<file path="src/rtl/roi_capture_ctrl.sv">
`default_nettype none
// roi_capture_ctrl: sequencer for the single-port binary ROI frame buffer.
// Captures one gap-aligned frame, then serves it to a ready/valid consumer.
module roi_capture_ctrl #(
  parameter int H_ACTIVE   = 320,
  parameter int V_ACTIVE   = 240,
  parameter int GAP_THRESH = 400,
  parameter int ADDR_W     = 17
) (
  input  logic              iCLK,
  input  logic              iRST,
  input  logic              iStart,
  input  logic              iAbort,
  input  logic              iDVAL,
  input  logic              iDATA,
  input  logic              iRd_req,
  input  logic              iRd_ready,
  input  logic              iMem_q,
  output logic              oMem_we,
  output logic [ADDR_W-1:0] oMem_addr,
  output logic              oMem_d,
  output logic              oRd_valid,
  output logic              oRd_data,
  output logic              oRd_last,
  output logic              oDone,
  output logic              oBusy,
  output logic              oErr,
  output logic [ADDR_W-1:0] oPix_count
);

  localparam int COL_W = (H_ACTIVE > 1) ? $clog2(H_ACTIVE) : 1;
  localparam int ROW_W = (V_ACTIVE > 1) ? $clog2(V_ACTIVE) : 1;
  localparam int GAP_W = $clog2(GAP_THRESH + 1);
  localparam logic [ADDR_W-1:0] LAST_ADDR = ADDR_W'(H_ACTIVE * V_ACTIVE - 1);
  localparam logic [COL_W-1:0]  COL_LAST  = COL_W'(H_ACTIVE - 1);
  localparam logic [ROW_W-1:0]  ROW_LAST  = ROW_W'(V_ACTIVE - 1);
  localparam logic [GAP_W-1:0]  GAP_MAX   = GAP_W'(GAP_THRESH);

  typedef enum logic [2:0] {
    IDLE       = 3'd0,
    WAIT_FRAME = 3'd1,
    CAPTURE    = 3'd2,
    READY      = 3'd3,
    READOUT    = 3'd4
  } state_t;

  state_t            state, state_next;
  logic [GAP_W-1:0]  gap_cnt;
  logic              frame_edge;
  logic              armed;
  logic [ADDR_W-1:0] wr_ptr, wr_addr, cap_ptr;
  logic [COL_W-1:0]  col, col_cur;
  logic [ROW_W-1:0]  row, row_cur;
  logic              cap_wr, last_pix;
  logic              mem_we, mem_d, err, done;
  logic [ADDR_W-1:0] pix_count;
  logic [ADDR_W-1:0] rd_ptr, p1_addr;
  logic              p1_valid, p1_last, issued_all;
  logic              rd_valid, rd_data, rd_last;
  logic              rd_advance, rd_issue, rd_accept;

  always_ff @(posedge iCLK or negedge iRST) begin
    if (!iRST) begin
      gap_cnt <= '0;
    end else if (iDVAL) begin
      gap_cnt <= '0;
    end else if (gap_cnt != GAP_MAX) begin
      gap_cnt <= gap_cnt + 1'b1;
    end
  end

  assign frame_edge = (gap_cnt == GAP_MAX);

  always_comb begin
    cap_ptr = '0;
    col_cur = '0;
    row_cur = '0;
    if (state == CAPTURE) begin
      cap_ptr = wr_ptr;
      col_cur = col;
      row_cur = row;
    end
    last_pix = (col_cur == COL_LAST) && (row_cur == ROW_LAST);

    // A boundary seen in the same cycle as the first pixel still arms the capture.
    cap_wr = 1'b0;
    if (!iAbort && iDVAL) begin
      if (state == WAIT_FRAME && (armed || frame_edge)) cap_wr = 1'b1;
      if (state == CAPTURE && !frame_edge)              cap_wr = 1'b1;
    end

    rd_advance = !rd_valid || iRd_ready;
    rd_issue   = (state == READOUT) && rd_advance && !issued_all;
    rd_accept  = rd_valid && iRd_ready;

    state_next = state;
    if (iAbort) begin
      state_next = IDLE;
    end else begin
      case (state)
        IDLE:       if (iStart) state_next = WAIT_FRAME;
        WAIT_FRAME: if (cap_wr) state_next = last_pix ? READY : CAPTURE;
        CAPTURE: begin
          if (frame_edge)              state_next = WAIT_FRAME;
          else if (cap_wr && last_pix) state_next = READY;
        end
        READY: begin
          if (iRd_req)     state_next = READOUT;
          else if (iStart) state_next = WAIT_FRAME;
        end
        READOUT:    if (rd_accept && rd_last) state_next = READY;
        default:    state_next = IDLE;
      endcase
    end
  end

  always_ff @(posedge iCLK or negedge iRST) begin
    if (!iRST) begin
      state <= IDLE;
      armed <= 1'b0;
    end else begin
      state <= state_next;
      if (state != WAIT_FRAME || iAbort) armed <= 1'b0;
      else if (frame_edge)               armed <= 1'b1;
    end
  end

  always_ff @(posedge iCLK or negedge iRST) begin
    if (!iRST) begin
      mem_we    <= 1'b0;
      mem_d     <= 1'b0;
      wr_addr   <= '0;
      wr_ptr    <= '0;
      col       <= '0;
      row       <= '0;
      pix_count <= '0;
      err       <= 1'b0;
      done      <= 1'b0;
    end else begin
      mem_we <= cap_wr;
      err    <= (state == CAPTURE) && frame_edge && !iAbort;
      done   <= (state_next == READY) || (state_next == READOUT);
      if (cap_wr) begin
        mem_d     <= iDATA;
        wr_addr   <= cap_ptr;
        wr_ptr    <= cap_ptr + 1'b1;
        pix_count <= ((state == WAIT_FRAME) ? '0 : pix_count)
                     + {{(ADDR_W-1){1'b0}}, iDATA};
        if (col_cur == COL_LAST) begin
          col <= '0;
          row <= row_cur + 1'b1;
        end else begin
          col <= col_cur + 1'b1;
          row <= row_cur;
        end
      end
    end
  end

  // p1 tracks the read in flight; out register holds the presented beat.
  always_ff @(posedge iCLK or negedge iRST) begin
    if (!iRST) begin
      rd_ptr     <= '0;
      p1_addr    <= '0;
      p1_valid   <= 1'b0;
      p1_last    <= 1'b0;
      issued_all <= 1'b0;
      rd_valid   <= 1'b0;
      rd_data    <= 1'b0;
      rd_last    <= 1'b0;
    end else if (state != READOUT || iAbort) begin
      rd_ptr     <= '0;
      p1_valid   <= 1'b0;
      p1_last    <= 1'b0;
      issued_all <= 1'b0;
      rd_valid   <= 1'b0;
      rd_last    <= 1'b0;
    end else if (rd_advance) begin
      rd_valid <= p1_valid;
      rd_data  <= iMem_q;
      rd_last  <= p1_last;
      p1_valid <= rd_issue;
      p1_last  <= rd_issue && (rd_ptr == LAST_ADDR);
      if (rd_issue) begin
        p1_addr <= rd_ptr;
        if (rd_ptr == LAST_ADDR) issued_all <= 1'b1;
        else                     rd_ptr     <= rd_ptr + 1'b1;
      end
    end
  end

  // While the output is stalled the in-flight address is re-presented so
  // iMem_q still holds that beat when the stall releases.
  always_comb begin
    oMem_addr = wr_addr;
    if (state == READOUT)
      oMem_addr = (rd_valid && !iRd_ready && p1_valid) ? p1_addr : rd_ptr;
  end

  assign oMem_we    = mem_we;
  assign oMem_d     = mem_d;
  assign oRd_valid  = rd_valid;
  assign oRd_data   = rd_data;
  assign oRd_last   = rd_last;
  assign oDone      = done;
  assign oErr       = err;
  assign oPix_count = pix_count;
  assign oBusy      = (state == WAIT_FRAME) || (state == CAPTURE) || (state == READOUT);

endmodule
`default_nettype wire
</file>
<file path="config.mk">
export PLATFORM = sky130hd
export DESIGN_NAME = roi_capture_ctrl
export DESIGN_NICKNAME = d
export VERILOG_FILES = /design/src/rtl/roi_capture_ctrl.sv
export SDC_FILE = /design/constraint.sdc
export NUM_CORES = 1
export LEC_CHECK = 0
export ABC_AREA = 1
export BUFFER_PORTS_ARGS = -buffer_cell sky130_fd_sc_hd__clkbuf_2
export CORE_MARGIN = 2
export CORE_UTILIZATION = 57
export CTS_BUF_LIST = sky130_fd_sc_hd__clkbuf_4
export DETAILED_ROUTE_END_ITERATION = 10
export PLACE_DENSITY_LB_ADDON = 0.25
export SYNTH_ARGS = -nofsm -noshare
export SYNTH_HDL_FRONTEND = slang
export SYNTH_SLANG_ARGS = --single-unit
</file>
<file path="constraint.sdc">
create_clock -name iCLK -period 2.33 [get_ports iCLK]
set_input_delay 0.1165 -clock iCLK [delete_from_list [all_inputs] [get_ports iCLK]]
set_output_delay 0.1165 -clock iCLK [all_outputs]
set_load 0.01 [all_outputs]
</file>
# Yosys cells after proc, flatten, opt, wreduce, memory -nomap -nowiden
# Index checks and enable logic that the tools add are counted.
[classes]
mux = 40
bitwise = 1
n_eq_ne = 14
addsub = 6
n_reduce_logical = 36
[op_table]
columns = ["op", "count"]
rows = [
  ["17-bit 2-to-1 mux", 8],
  ["9-bit 2-to-1 mux", 4],
  ["17-bit by 1-bit adder with 17-bit output (second input constant)", 2],
  ["3-bit 2-to-1 mux", 7],
  ["9-bit by 1-bit adder with 9-bit output (second input constant)", 2],
  ["9-bit == test (second input constant)", 2],
  ["1-bit 2-to-1 mux", 18],
  ["17-bit by 1-bit adder with 17-bit output", 1],
  ["17-bit == test (second input constant)", 1],
  ["8-bit 2-to-1 mux", 2],
  ["3-bit one-hot mux with 5 select lines", 1],
  ["1-bit logical AND", 14],
  ["2-bit nonzero test", 5],
  ["3-bit by 2-bit == test with 1-bit output (second input constant)", 3],
  ["9-bit inequality test (second input constant)", 1],
  ["3-bit AND reduction", 3],
  ["8-bit by 1-bit adder with 8-bit output (second input constant)", 1],
  ["8-bit == test (second input constant)", 1],
  ["1-bit logical OR", 7],
  ["3-bit == test (second input constant)", 2],
  ["1-bit zero test", 5],
  ["3-bit by 1-bit == test with 1-bit output (second input constant)", 1],
  ["3-bit zero test", 1],
  ["3-bit by 1-bit inequality test with 1-bit output (second input constant)", 1],
  ["4 further kinds", 4],
]
[word_totals]
input_bits = 9
word_cells = 117
reg_bits = 125

# Depth between registers and ports, before layout
[logic_depth]
word_depth = 13
ltp_mapped = 17
ltp_nobuf = 15

# Worst setup path after synthesis
# Ideal clock, no wire load.
[synth_timing]
path_type = "register to register"
start = "register state[2]"
end = "register wr_ptr[14]"
stages_incl_launch_ff = 17
t_arrival_ns = 2.285
path_slack_ns = -0.071
setup_ns = 0.116
synth_period_minus_slack_ns = 2.401
cell_sequence = "dfrtp_1 > nor2_4 > nand2_1 > buf_6 > buf_2 > buf_2 > nor2_1 > ha_1 > inv_1 > nor3_2 > nand2_1 > nor2_2 > nand3_2 > nor2_4 > nand2_1 > nand2_1 > nand2_1"
[synth_between]
word_cells_on_any_way = 9
[synth_lines]
columns = ["item", "line", "text"]
rows = [
  ["start, declared", "47", "state_t state, state_next;"],
  ["start signal, assigned", "122", "state <= state_next;"],
  ["3-bit by 2-bit == test with 1-bit output", "78", "if (state == CAPTURE) begin"],
  ["17-bit 2-to-1 mux", "78", ""],
  ["net cap_ptr[0]", "51", "logic [ADDR_W-1:0] wr_ptr, wr_addr, cap_ptr;"],
  ["17-bit by 1-bit adder with 17-bit output", "146", "wr_ptr <= cap_ptr + 1'b1;"],
  ["end signal, assigned", "146", ""],
  ["end, declared", "51", ""],
]
# The timed path passes the listed nets, and every way through them passes these cells.
# A chain may end at the register's enable or synchronous reset.

# Worst setup path after layout
[layout_timing]
start = "register state[0]"
end = "output oMem_addr[0]"
[layout_between]
elab_chain_cells = 2
[layout_lines]
columns = ["item", "line", "text"]
rows = [
  ["3-bit == test", "196", "if (state == READOUT)"],
  ["17-bit 2-to-1 mux", "196", ""],
  ["end, declared", "20", "output logic [ADDR_W-1:0] oMem_addr,"],
]
# No other way between the ends.

==> results.cfg <==
[routing]
drtIter0Drc = 499
viasPerCell = 5.31
drc = 0
wl_per_cell_microns = 13.6
ant_nets = 0
drt-total-wl_microns = 15300
routed-via-count = 5978
drt_pass1_iterations = 5

[logic_synthesis]
synthCells = 891
synth_cell_type_count = 39
syn-cell-area_sq_um = 6820
synth_edf_count = 0
synth_most_common_cell = nand2_1
ys_seq_elements = 125
ys_seq_area_share_pct = 45.8
async_reset_ff_share_pct = 100
yosysTopAreaCell = dfrtp_1
synth_nets = 908
synth_area_leaders = dfrtp_1, nand2_1, o21ai_0, inv_1, xor2_1
synth_warnings = 0
synthFlopType = dfrtp_1
postSynthAreaPerCell_sq_um = 7.66
synth_top_area_share_pct = 45.8
synthTopCellsByCount = nand2_1, dfrtp_1, inv_1, o21ai_0, nor2_1

[clock_tree]
cts.root.buffer_cell = clkbuf_4
clk_pin_slew_ps = 120
numCtsBuffers = 17
clk_latency_ps = 550
cts_tree = built
htreeDepth = 4
clk_path_buf_depth = 2
cts.sinks = 125

[layout]
drive_above_1_share_pct = 15.5
fin_area_sq_um = 7890
nFillCells = 990
final_cell_count_no_fill = 1125
layout.nets = 985
area_growth_syn_to_layout_pct = 15.5
multi_input_area_sq_um = 3190
ff_latch_area_sq_um = 3130

[global_routing]
grt_pass1_vias = 5558
grt_max_degree = 48
grt.overflow.total = 0
antenna_found_initial = 1
grt_pass1_wl_microns = 25900
track_usage_pct = 25.1

[placed_design]
post-place-cells = 1073
hpwl_microns = 10800
place.gp.congestion = 0.902
dpl_cell_area_sq_um = 7300
io_buffers = 50

[power]
powerDensity_nw_per_um2 = 532
p_comb_share_pct = 5.7
power_leakage_nw = 3.64
power_w = 0.00420
seqPwrFrac_pct = 54.0
switching_share_pct = 24.7
clkPwrFrac_pct = 40.3
internal-power_w = 0.00316
peakVddDrop_v = 0.000365
p_sw_w = 0.00104

[floorplan]
rows = 39
fp.coreArea_sq_um = 11600
die_w_microns = 113
initial_core_util_pct = 59.0
fp.dieArea_sq_um = 12900
pin_count = 51
die-height_microns = 113

[sta]
min_period_ps = 2170
rsz0062_at_grt = yes
fmax_mhz = 461
tns_ps = 0
finalHoldViolCount = 0
setup_violations = 0
timing.slew.headroom_pct = 60.3
drv_slew = 0
worst_clock_skew_ps = 17.3
worstMarginPinSlew_ps = 590
finalCritPeriodShare_pct = 93.0

[critical_path]
crit_required_ps = 2210
startpoint = state[0]
arrival_ps = 2050
ff2ff_setup_slack_ps = 160
path_cells = buf_4 > nor2_2 > nand2_2 > buf_12 > a21oi_1 > o21ai_0 > o21ai_1 > buf_2
path_class = flop to output port
cp_slowest_cell = dfrtp_1
max_stage_delay_ps = 400
timing.rr.start = gap_cnt[0]
cp-start-kind = flop
critPathTopFamily = buffers and inverters
path_buf_inv = 3
cp_max_fo = 33
endpoint_kind = output port

[min_path]
min_path_type = primary input to asynchronous set/reset pin

[status]
status = finished, final reports clean

[flow_run]
cap_violations = 0
==> layout by cell type (no fill, tap or decap), drive strengths merged, types with 22 or more instances in the layout <==
cell type,Yosys,final
nand4,22,22
nand3,49,49
o21ai,83,83
nand2,252,252
nor2,88,88
clkbuf,17,65
a21oi,29,29
inv,105,105
buf,16,34
dfrtp,125,125
xor2,34,34
nor3,26,26
==> power groups by stage <==
stage,Sequential [W],Combinational [W],Clock (W)
global placement,0.00231,0.000224,0
detailed placement,0.00231,0.000228,0
global route,0.00228,0.000274,0.00183
CTS,0.00227,0.000240,0.00173
floorplan,0.00231,0.000112,0
finish,0.00227,0.000238,0.00169
==> worst paths after layout <==
kind / to / depth (start not counted)
worst max-delay path: oMem_addr[0] / 8
worst max register to register: wr_ptr[4] / 12
worst min register to register: oRd_data / 2
worst min-delay path: gap_cnt[6] / 2
min in group iCLK: oMem_d / 4
max in group asynchronous: rd_ptr[12] / 3
==> metal layers <==
layer | GRT usage, % | part of all wire [%] | up-vias
met5 | 0 | 0 | -
met4 | 8.21 | 1.6 | 0
met3 | 6.16 | 4.2 | 18
met2 | 40.3 | 47 | 143
met1 | 33.7 | 47 | 2801
li1 | - | - | 3016
==> cell families after synthesis <==
logic type	after synthesis	synth area share [%]
AND/OR/NAND/NOR	448	28.9
buffers and inverters	138	8.09
AO/OA/AOI/OAI	128	10.0
flip-flops	125	45.8
XOR/XNOR	44	5.65
adder cells (fa/ha/maj)	8	1.47
==> registers in the layout, indices dropped and copies added, names as in the netlist <==
register    cells
wr_addr        17
state           3
p1_addr        17
oRd_last        1
p1_last         1
oRd_data        1
p1_valid        1
wr_ptr         17
col             9
rd_ptr         17
oMem_d          1
oPix_count     17
oDone           1
oErr            1
oRd_valid       1
armed           1
issued_all      1
gap_cnt         9
oMem_we         1
row             8
==> final cells by class <==
| type | count | area share, % |
|---|---|---|
| Clock inverter | 15 | 2.49 |
| Tap cell | 143 | 2.27 |
| Inverter | 105 | 5.05 |
| Clock buffer | 17 | 1.62 |
| Multi-Input combinational cell | 628 | 40.5 |
| Timing Repair Buffer | 91 | 8.36 |
| Antenna cell | 1 | 0.0317 |
| Sequential cell | 125 | 39.7 |
==> worst register-to-register path, delay by kind of cell, from the launching register on <==
kind / cells / cell delay [ps]
buffers and inverters: 3 / 530
DFF: 1 / 400
adders and majority gates: 1 / 150
AOI/OAI and AO/OA: 2 / 200
and+or+nand+nor: 6 / 780
==> stage by stage <==
stage	utilization, %	worst slack (ps)	hold slack [ps]
2_1_floorplan	-	0.0158	-179
3_3_place_gp	63.1	143	115
3_5_place_dp	63.1	32.9	109
4_1_cts	66.8	24.8	58.6
5_1_grt	68.2	-23.9	94.5
6_report	68.2	162	70.3
==> repair_timing <==
item / CTS / global route
endpoints found under the hold margin: 144 / 0
pin swaps: 0 / 6
buffers inserted: 0 / 10
hold buffers: 9 / 0
endpoints found under the setup margin: 11 / 48
resized for setup: 3 / 21
(Power assumes the default switching activity.)
